**src/rtl/taxi_pkg.sv**
```systemverilog
// Shared types, limits and segment table for the taxi meter display.
package taxi_pkg;

  typedef enum logic [1:0] {
    IDLE   = 2'd0,
    CONV   = 2'd1,
    UPDATE = 2'd2
  } state_t;

  localparam int unsigned BIN_W     = 20;
  localparam int unsigned BCD_W     = 24;
  localparam logic [19:0] SAT_LIMIT = 20'd999999;
  localparam logic [7:0]  BLANK     = 8'hFF;

  // Active-low segment pattern for one BCD digit, dp off.
  function automatic logic [7:0] digit_seg(input logic [3:0] d);
    case (d)
      4'd0:    digit_seg = 8'hC0;
      4'd1:    digit_seg = 8'hF9;
      4'd2:    digit_seg = 8'hA4;
      4'd3:    digit_seg = 8'hB0;
      4'd4:    digit_seg = 8'h99;
      4'd5:    digit_seg = 8'h92;
      4'd6:    digit_seg = 8'h82;
      4'd7:    digit_seg = 8'hF8;
      4'd8:    digit_seg = 8'h80;
      4'd9:    digit_seg = 8'h90;
      default: digit_seg = BLANK;
    endcase
  endfunction

  // Clamp a raw 32-bit reading to the six-digit display range.
  function automatic logic [19:0] sat20(input logic [31:0] v);
    sat20 = (v > 32'(SAT_LIMIT)) ? SAT_LIMIT : v[19:0];
  endfunction

endpackage

```
**src/rtl/bin2bcd20.sv**
```systemverilog
// Serial 20-bit binary to 6-digit BCD converter, one bit per clock.
module bin2bcd20
  import taxi_pkg::*;
(
  input  logic             clk,
  input  logic             rst,
  input  logic             start,
  input  logic [BIN_W-1:0] bin,
  output logic [BCD_W-1:0] bcd,
  output logic             done
);

  localparam int unsigned CNT_W = 5;

  logic [BIN_W-1:0] sh_q;
  logic [BCD_W-1:0] bcd_q;
  logic [BCD_W-1:0] adj_c;
  logic [CNT_W-1:0] cnt_q;
  logic             busy_q;

  // Add 3 to every nibble that would overflow past 9 after the next shift.
  always_comb begin
    adj_c = bcd_q;
    for (int i = 0; i < int'(BCD_W / 4); i++) begin
      if (bcd_q[4*i +: 4] >= 4'd5) adj_c[4*i +: 4] = bcd_q[4*i +: 4] + 4'd3;
    end
  end

  // Load on start, then shift one binary bit into the BCD field per clock.
  always_ff @(posedge clk or posedge rst) begin
    if (rst) begin
      sh_q   <= '0;
      bcd_q  <= '0;
      cnt_q  <= '0;
      busy_q <= 1'b0;
      done   <= 1'b0;
    end else begin
      done <= 1'b0;
      if (start) begin
        sh_q   <= bin;
        bcd_q  <= '0;
        cnt_q  <= '0;
        busy_q <= 1'b1;
      end else if (busy_q) begin
        {bcd_q, sh_q} <= {adj_c, sh_q} << 1;
        cnt_q         <= cnt_q + CNT_W'(1);
        if (cnt_q == CNT_W'(BIN_W - 1)) begin
          busy_q <= 1'b0;
          done   <= 1'b1;
        end
      end
    end
  end

  assign bcd = bcd_q;

endmodule

```
**src/rtl/taxi_display.sv**
```systemverilog
// Taxi meter 8-digit multiplexed display: periodic snapshot, BCD convert, scan out.
module taxi_display
  import taxi_pkg::*;
#(
  parameter int unsigned REFRESH_CYCLES = 200000,
  parameter int unsigned SCAN_CYCLES    = 1000
) (
  input  logic        clk,
  input  logic        rst,
  input  logic [31:0] distance,
  input  logic [31:0] money,
  output logic [7:0]  an,
  output logic [7:0]  seg,
  output logic        upd
);

  localparam int unsigned REF_W  = $clog2(REFRESH_CYCLES);
  localparam int unsigned SCAN_W = $clog2(SCAN_CYCLES);

  state_t             state_q, state_d;
  logic               start_c;
  logic               tick_c;
  logic               conv_done_c;
  logic [REF_W-1:0]   ref_cnt_q;
  logic [SCAN_W-1:0]  scan_cnt_q;
  logic [2:0]         idx_q;
  logic [BCD_W-1:0]   dist_bcd, money_bcd;
  logic               dist_done, money_done;
  logic [BCD_W-1:0]   dist_disp_q, money_disp_q;
  logic [3:0]         digit_c;
  logic               dp_c;
  logic               blank_c;
  logic [7:0]         seg_c;
  logic               unused_low_digits;

  assign tick_c      = (ref_cnt_q == REF_W'(REFRESH_CYCLES - 1));
  assign conv_done_c = dist_done & money_done;

  // Digits below display resolution are converted but never shown.
  assign unused_low_digits = ^{dist_disp_q[7:0], money_disp_q[7:0]};

  // Free-running refresh counter; its wrap is the snapshot tick.
  always_ff @(posedge clk or posedge rst) begin
    if (rst)         ref_cnt_q <= '0;
    else if (tick_c) ref_cnt_q <= '0;
    else             ref_cnt_q <= ref_cnt_q + REF_W'(1);
  end

  // FSM state register.
  always_ff @(posedge clk or posedge rst) begin
    if (rst) state_q <= IDLE;
    else     state_q <= state_d;
  end

  // Next state; ticks arriving outside IDLE are ignored.
  always_comb begin
    state_d = state_q;
    start_c = 1'b0;
    case (state_q)
      IDLE: begin
        if (tick_c) begin
          state_d = CONV;
          start_c = 1'b1;
        end
      end
      CONV:    if (conv_done_c) state_d = UPDATE;
      UPDATE:  state_d = IDLE;
      default: state_d = IDLE;
    endcase
  end

  bin2bcd20 u_dist_bcd (
    .clk   (clk),
    .rst   (rst),
    .start (start_c),
    .bin   (sat20(distance)),
    .bcd   (dist_bcd),
    .done  (dist_done)
  );

  bin2bcd20 u_money_bcd (
    .clk   (clk),
    .rst   (rst),
    .start (start_c),
    .bin   (sat20(money)),
    .bcd   (money_bcd),
    .done  (money_done)
  );

  // Snapshot the converted values and flag the update.
  always_ff @(posedge clk or posedge rst) begin
    if (rst) begin
      dist_disp_q  <= '0;
      money_disp_q <= '0;
      upd          <= 1'b0;
    end else begin
      upd <= (state_q == UPDATE);
      if (state_q == UPDATE) begin
        dist_disp_q  <= dist_bcd;
        money_disp_q <= money_bcd;
      end
    end
  end

  // Scan timer: step the lit digit every SCAN_CYCLES clocks.
  always_ff @(posedge clk or posedge rst) begin
    if (rst) begin
      scan_cnt_q <= '0;
      idx_q      <= '0;
    end else if (scan_cnt_q == SCAN_W'(SCAN_CYCLES - 1)) begin
      scan_cnt_q <= '0;
      idx_q      <= idx_q + 3'd1;
    end else begin
      scan_cnt_q <= scan_cnt_q + SCAN_W'(1);
    end
  end

  // Pick the digit for the current scan position, with dp and leading-zero blanking.
  always_comb begin
    digit_c = '0;
    dp_c    = 1'b0;
    blank_c = 1'b0;
    case (idx_q)
      3'd0: digit_c = money_disp_q[11:8];
      3'd1: digit_c = money_disp_q[15:12];
      3'd2: begin
        digit_c = money_disp_q[19:16];
        dp_c    = 1'b1;
      end
      3'd3: begin
        digit_c = money_disp_q[23:20];
        blank_c = (money_disp_q[23:20] == 4'd0);
      end
      3'd4: digit_c = dist_disp_q[11:8];
      3'd5: begin
        digit_c = dist_disp_q[15:12];
        dp_c    = 1'b1;
      end
      3'd6: begin
        digit_c = dist_disp_q[19:16];
        blank_c = (dist_disp_q[23:16] == 8'd0);
      end
      default: begin
        digit_c = dist_disp_q[23:20];
        blank_c = (dist_disp_q[23:20] == 4'd0);
      end
    endcase
    seg_c = blank_c ? BLANK : (digit_seg(digit_c) & {~dp_c, 7'h7F});
  end

  // Registered digit drivers.
  always_ff @(posedge clk or posedge rst) begin
    if (rst) begin
      an  <= BLANK;
      seg <= BLANK;
    end else begin
      an  <= ~(8'b1 << idx_q);
      seg <= seg_c;
    end
  end

endmodule

```
**config.mk**
```make
export PLATFORM = sky130hd
export DESIGN_NAME = taxi_display
export DESIGN_NICKNAME = d
export VERILOG_FILES = /design/src/rtl/taxi_pkg.sv /design/src/rtl/bin2bcd20.sv /design/src/rtl/taxi_display.sv
export SDC_FILE = /design/constraint.sdc
export NUM_CORES = 1
export LEC_CHECK = 0
export BUFFER_PORTS_ARGS = -buffer_cell sky130_fd_sc_hd__buf_2
export CAP_MARGIN = 10
export CORE_MARGIN = 2
export CORE_UTILIZATION = 35
export DETAILED_ROUTE_END_ITERATION = 8
export GPL_TIMING_DRIVEN = 0
export REMOVE_ABC_BUFFERS = 1
export SYNTH_ARGS = -nofsm -noshare
export SYNTH_HDL_FRONTEND = slang
export SYNTH_SLANG_ARGS = --single-unit
```
**constraint.sdc**
```tcl
create_clock -name clk -period 5.3 [get_ports clk]
set_input_delay 0.265 -clock clk [delete_from_list [all_inputs] [get_ports clk]]
set_output_delay 0.265 -clock clk [all_outputs]
set_load 0.005 [all_outputs]
```
==> metrics.yaml <==
status: "completed"
reg2reg_to: "seg[1]$_DFF_PP1_"
post_drt_wl_per_cell_um: 13.3
design_area_mm2: 0.0107
reg2reg_depth: 8
num_io_pins: 83
fmax_mhz: 324
clkPwrFrac: 0.475
switching_share: 0.220
cts_sinks: 184
min_period_over_period: 0.583
ys_seq_area_frac: 0.497
synthFlopType: "dfrtp_1"
placed_area_mm2: 0.0101
postSynthAreaPerCell_um2: 10.4
grt_max_degree: 98
grt_pass1_vias: 6439
die_h_um: 167
hpwl_um: 11700
clockBufferDepth: 2
numCtsBuffers: 17
min_from: "money[4]"
min_to: "u_money_bcd.sh_q[4]$_DFFE_PP0P_"
yosysWarnings: 0
start_kind: "register"
vias: 6465
p_leak_nw: 4.78
r2r_start: "idx_q[2]$_DFFE_PP0N_"
clock-skew-final_ns: 0.00921
synth_edf_count: 0
clk_pin_slew_worst_paths_ns: 0.07
drive_gt1_frac: 0.177
maxSlewViolCount: 0
grt_overflow: 0
drcViolationCount: 0
combPwrFrac: 0.022
p_per_area_mw_per_mm2: 261
final_nets: 1065
dieArea_mm2: 0.0279
yosysTopAreaCellShare: 0.452
core_mm2: 0.0261
wirelength_um: 17400
num_antenna_cells: 0
p_seq_frac: 0.503
relSlewSlack: 0.396
clock_latency_ns: 0.43
hold_path_class: "input pin to register"
cts_tree: "done"
cp.required_ns: 5.64
tightest_slew_ns: 0.900
htree_levels: 4
grt_pass1_wl_um: 30500
syn_to_final_growth_pct: 14.8
drtIter0Drc: 378
critPathLaunch: "idx_q[2]$_DFFE_PP0N_"
root_buffer: "clkbuf_16"
gp_congestion: 0.744
intPower_mw: 2.18
reg2reg_slack_ns: 2.21
detail_route.vias_per_cell: 4.94
maxCapViolCount: 0
cp_max_fo: 17
rsz0062_at_grt: "no"
first_pass_iters: 4
start_util: 0.357
netlist_instances: 897
postCtsSetupRepairBufs: 0
antenna_found_initial: 0
final_util: 0.410
num-fill-cells: 2529
arrival_ns: 3.43
synthTopCellsByArea: "dfrtp_1 45%, mux2i_1 8.3%, ha_1 5.0%, dfstp_2 4.5%, nor2_1 3.6%"
async_flop_share: 1.00
floorplan.rows: 59
fin_crit_ns: 3.09
netlist_area_mm2: 0.00931
cts_resized: 0
hold_path_depth: 2
die_w_um: 167
setup_viol: 0
endpoint_kind: "register"
ys_ff_latch: 184
hold_viol_final: 0
drtAntennaViolNets: 0
critPathKind: "register to register"
portBuffers: 82
synth_cell_type_count: 60
yosys.area.top_type: "dfrtp_1"
grtUsageTotal: 0.130
ir_drop_mv: 0.216
switching_power_mw: 0.613
[area by class of cell]
class	count	area, um2	share of cell area
multi-input cells	632	4340	0.406
flip-flops and latches	184	4630	0.433
inverters	39	154	0.0144
clock inverters	15	190	0.0178
clock buffers	17	425	0.0398
well taps	335	419	0.0392
repair buffers	88	536	0.0501
[cells by family after synthesis]
kind of cell | synth area share
and+or+nand+nor | 0.142
xor gates and xnor gates | 0.0478
buffers and inverters | 0.0383
DFF | 0.497
AOI/OAI and AO/OA | 0.120
muxes | 0.106
adders and majority gates | 0.0497
[power by group through the flow]
stage	Sequential, mW	Clock, mW	Combinational (mW)
2_1_floorplan	1.43	0	0.0231
3_3_place_gp	1.43	0	0.0598
3_5_place_dp	1.43	0	0.0635
4_1_cts	1.40	1.36	0.0641
5_1_grt	1.40	1.42	0.0710
6_report	1.40	1.33	0.0608
[cell usage after synthesis (3+ instances only)]
cell type	instances
mux2i_1	77
o31a_1	14
nand3_1	30
clkbuf_1	18
xnor2_1	25
nand4_1	9
a211oi_1	3
o21ai_0	47
o211ai_1	7
nor4_1	11
dfrtp_1	168
nand2_1	80
and3_1	5
xor2_1	24
buf_2	9
or4_4	3
buf_6	3
a22oi_1	7
buf_1	7
dfstp_2	16
nand2b_1	18
nor2_1	90
inv_1	39
a21oi_1	45
ha_1	37
o31ai_1	3
a31o_1	16
o211a_1	4
mux2_2	19
buf_4	5
nor3_1	22
[sequential cells by signal, indices dropped and copies added, names as in the netlist, 10 cells and up]
register	cells
dist_disp_q	16
money_disp_q	16
ref_cnt_q	18
scan_cnt_q	10
u_dist_bcd.bcd	24
u_dist_bcd.sh_q	20
u_money_bcd.bcd	24
u_money_bcd.sh_q	20
[metrics by stage]
stage / TNS [ns] / hold WS, ns / setup WS, ns / instances / total power, mW
after floorplan: 0 / 0.406 / 0.0611 / 855 / 1.45
after global placement: -372.81 / 0.451 / -2.23 / 1272 / 1.49
after detailed placement: 0 / 0.445 / 2.22 / 1277 / 1.49
final: 0 / 0.0589 / 2.21 / 1310 / 2.79
after CTS: 0 / 0.0425 / 2.21 / 1310 / 2.83
after global routing: 0 / 0.0423 / 1.93 / 1310 / 2.89
[worst max-delay path by stage]
stage	cells past startpoint	to
after floorplan	1	dist_disp_q[10]$_DFFE_PP0P_
after global placement	2	scan_cnt_q[4]$_DFF_PP0_
after detailed placement	8	seg[1]$_DFF_PP1_
after CTS	8	seg[1]$_DFF_PP1_
after global routing	8	seg[1]$_DFF_PP1_
final	8	seg[1]$_DFF_PP1_
[worst max-delay path, cell delays in order, from the launching register on]
cell      delay, ns
dfrtp_1        0.71
inv_1          0.19
ha_1           0.32
or4_4          0.53
o211ai_1       0.13
o32a_1         0.43
ha_1           0.32
o21a_1         0.18
o21ai_0        0.18
[metal layers]
metal	vias to the layer above	track usage	share of wire
li1	3269	-	-
met1	3077	0.176	0.50
met2	105	0.213	0.46
met3	14	0.0246	0.034
met4	0	0.0371	0.011
met5	-	0	0
[cells in the final DEF (no fill, tap or decap), types with 4 or more instances in the layout]
cell type,n
inv_6,5
nor2_1,90
a21oi_1,45
o211a_1,4
nand4_1,9
o211ai_1,7
inv_1,38
nor4_1,11
clkbuf_16,17
o21ai_0,47
nand2_1,80
buf_2,82
nor3_1,22
o31a_1,14
and3_1,4
xor2_1,24
ha_1,37
xnor2_1,25
dfstp_2,16
mux2i_1,77
nand2b_1,17
a31o_1,16
nand3_1,30
a22oi_1,7
mux2_2,19
dfrtp_1,166
clkinvlp_4,4
[timing repair]
item                                    4_1_cts  5_1_grt
hold endpoints to repair                     62        0
hold buffers                                  1        0
endpoints found under the setup margin        0        0
Power figures use the tool's default switching activity.
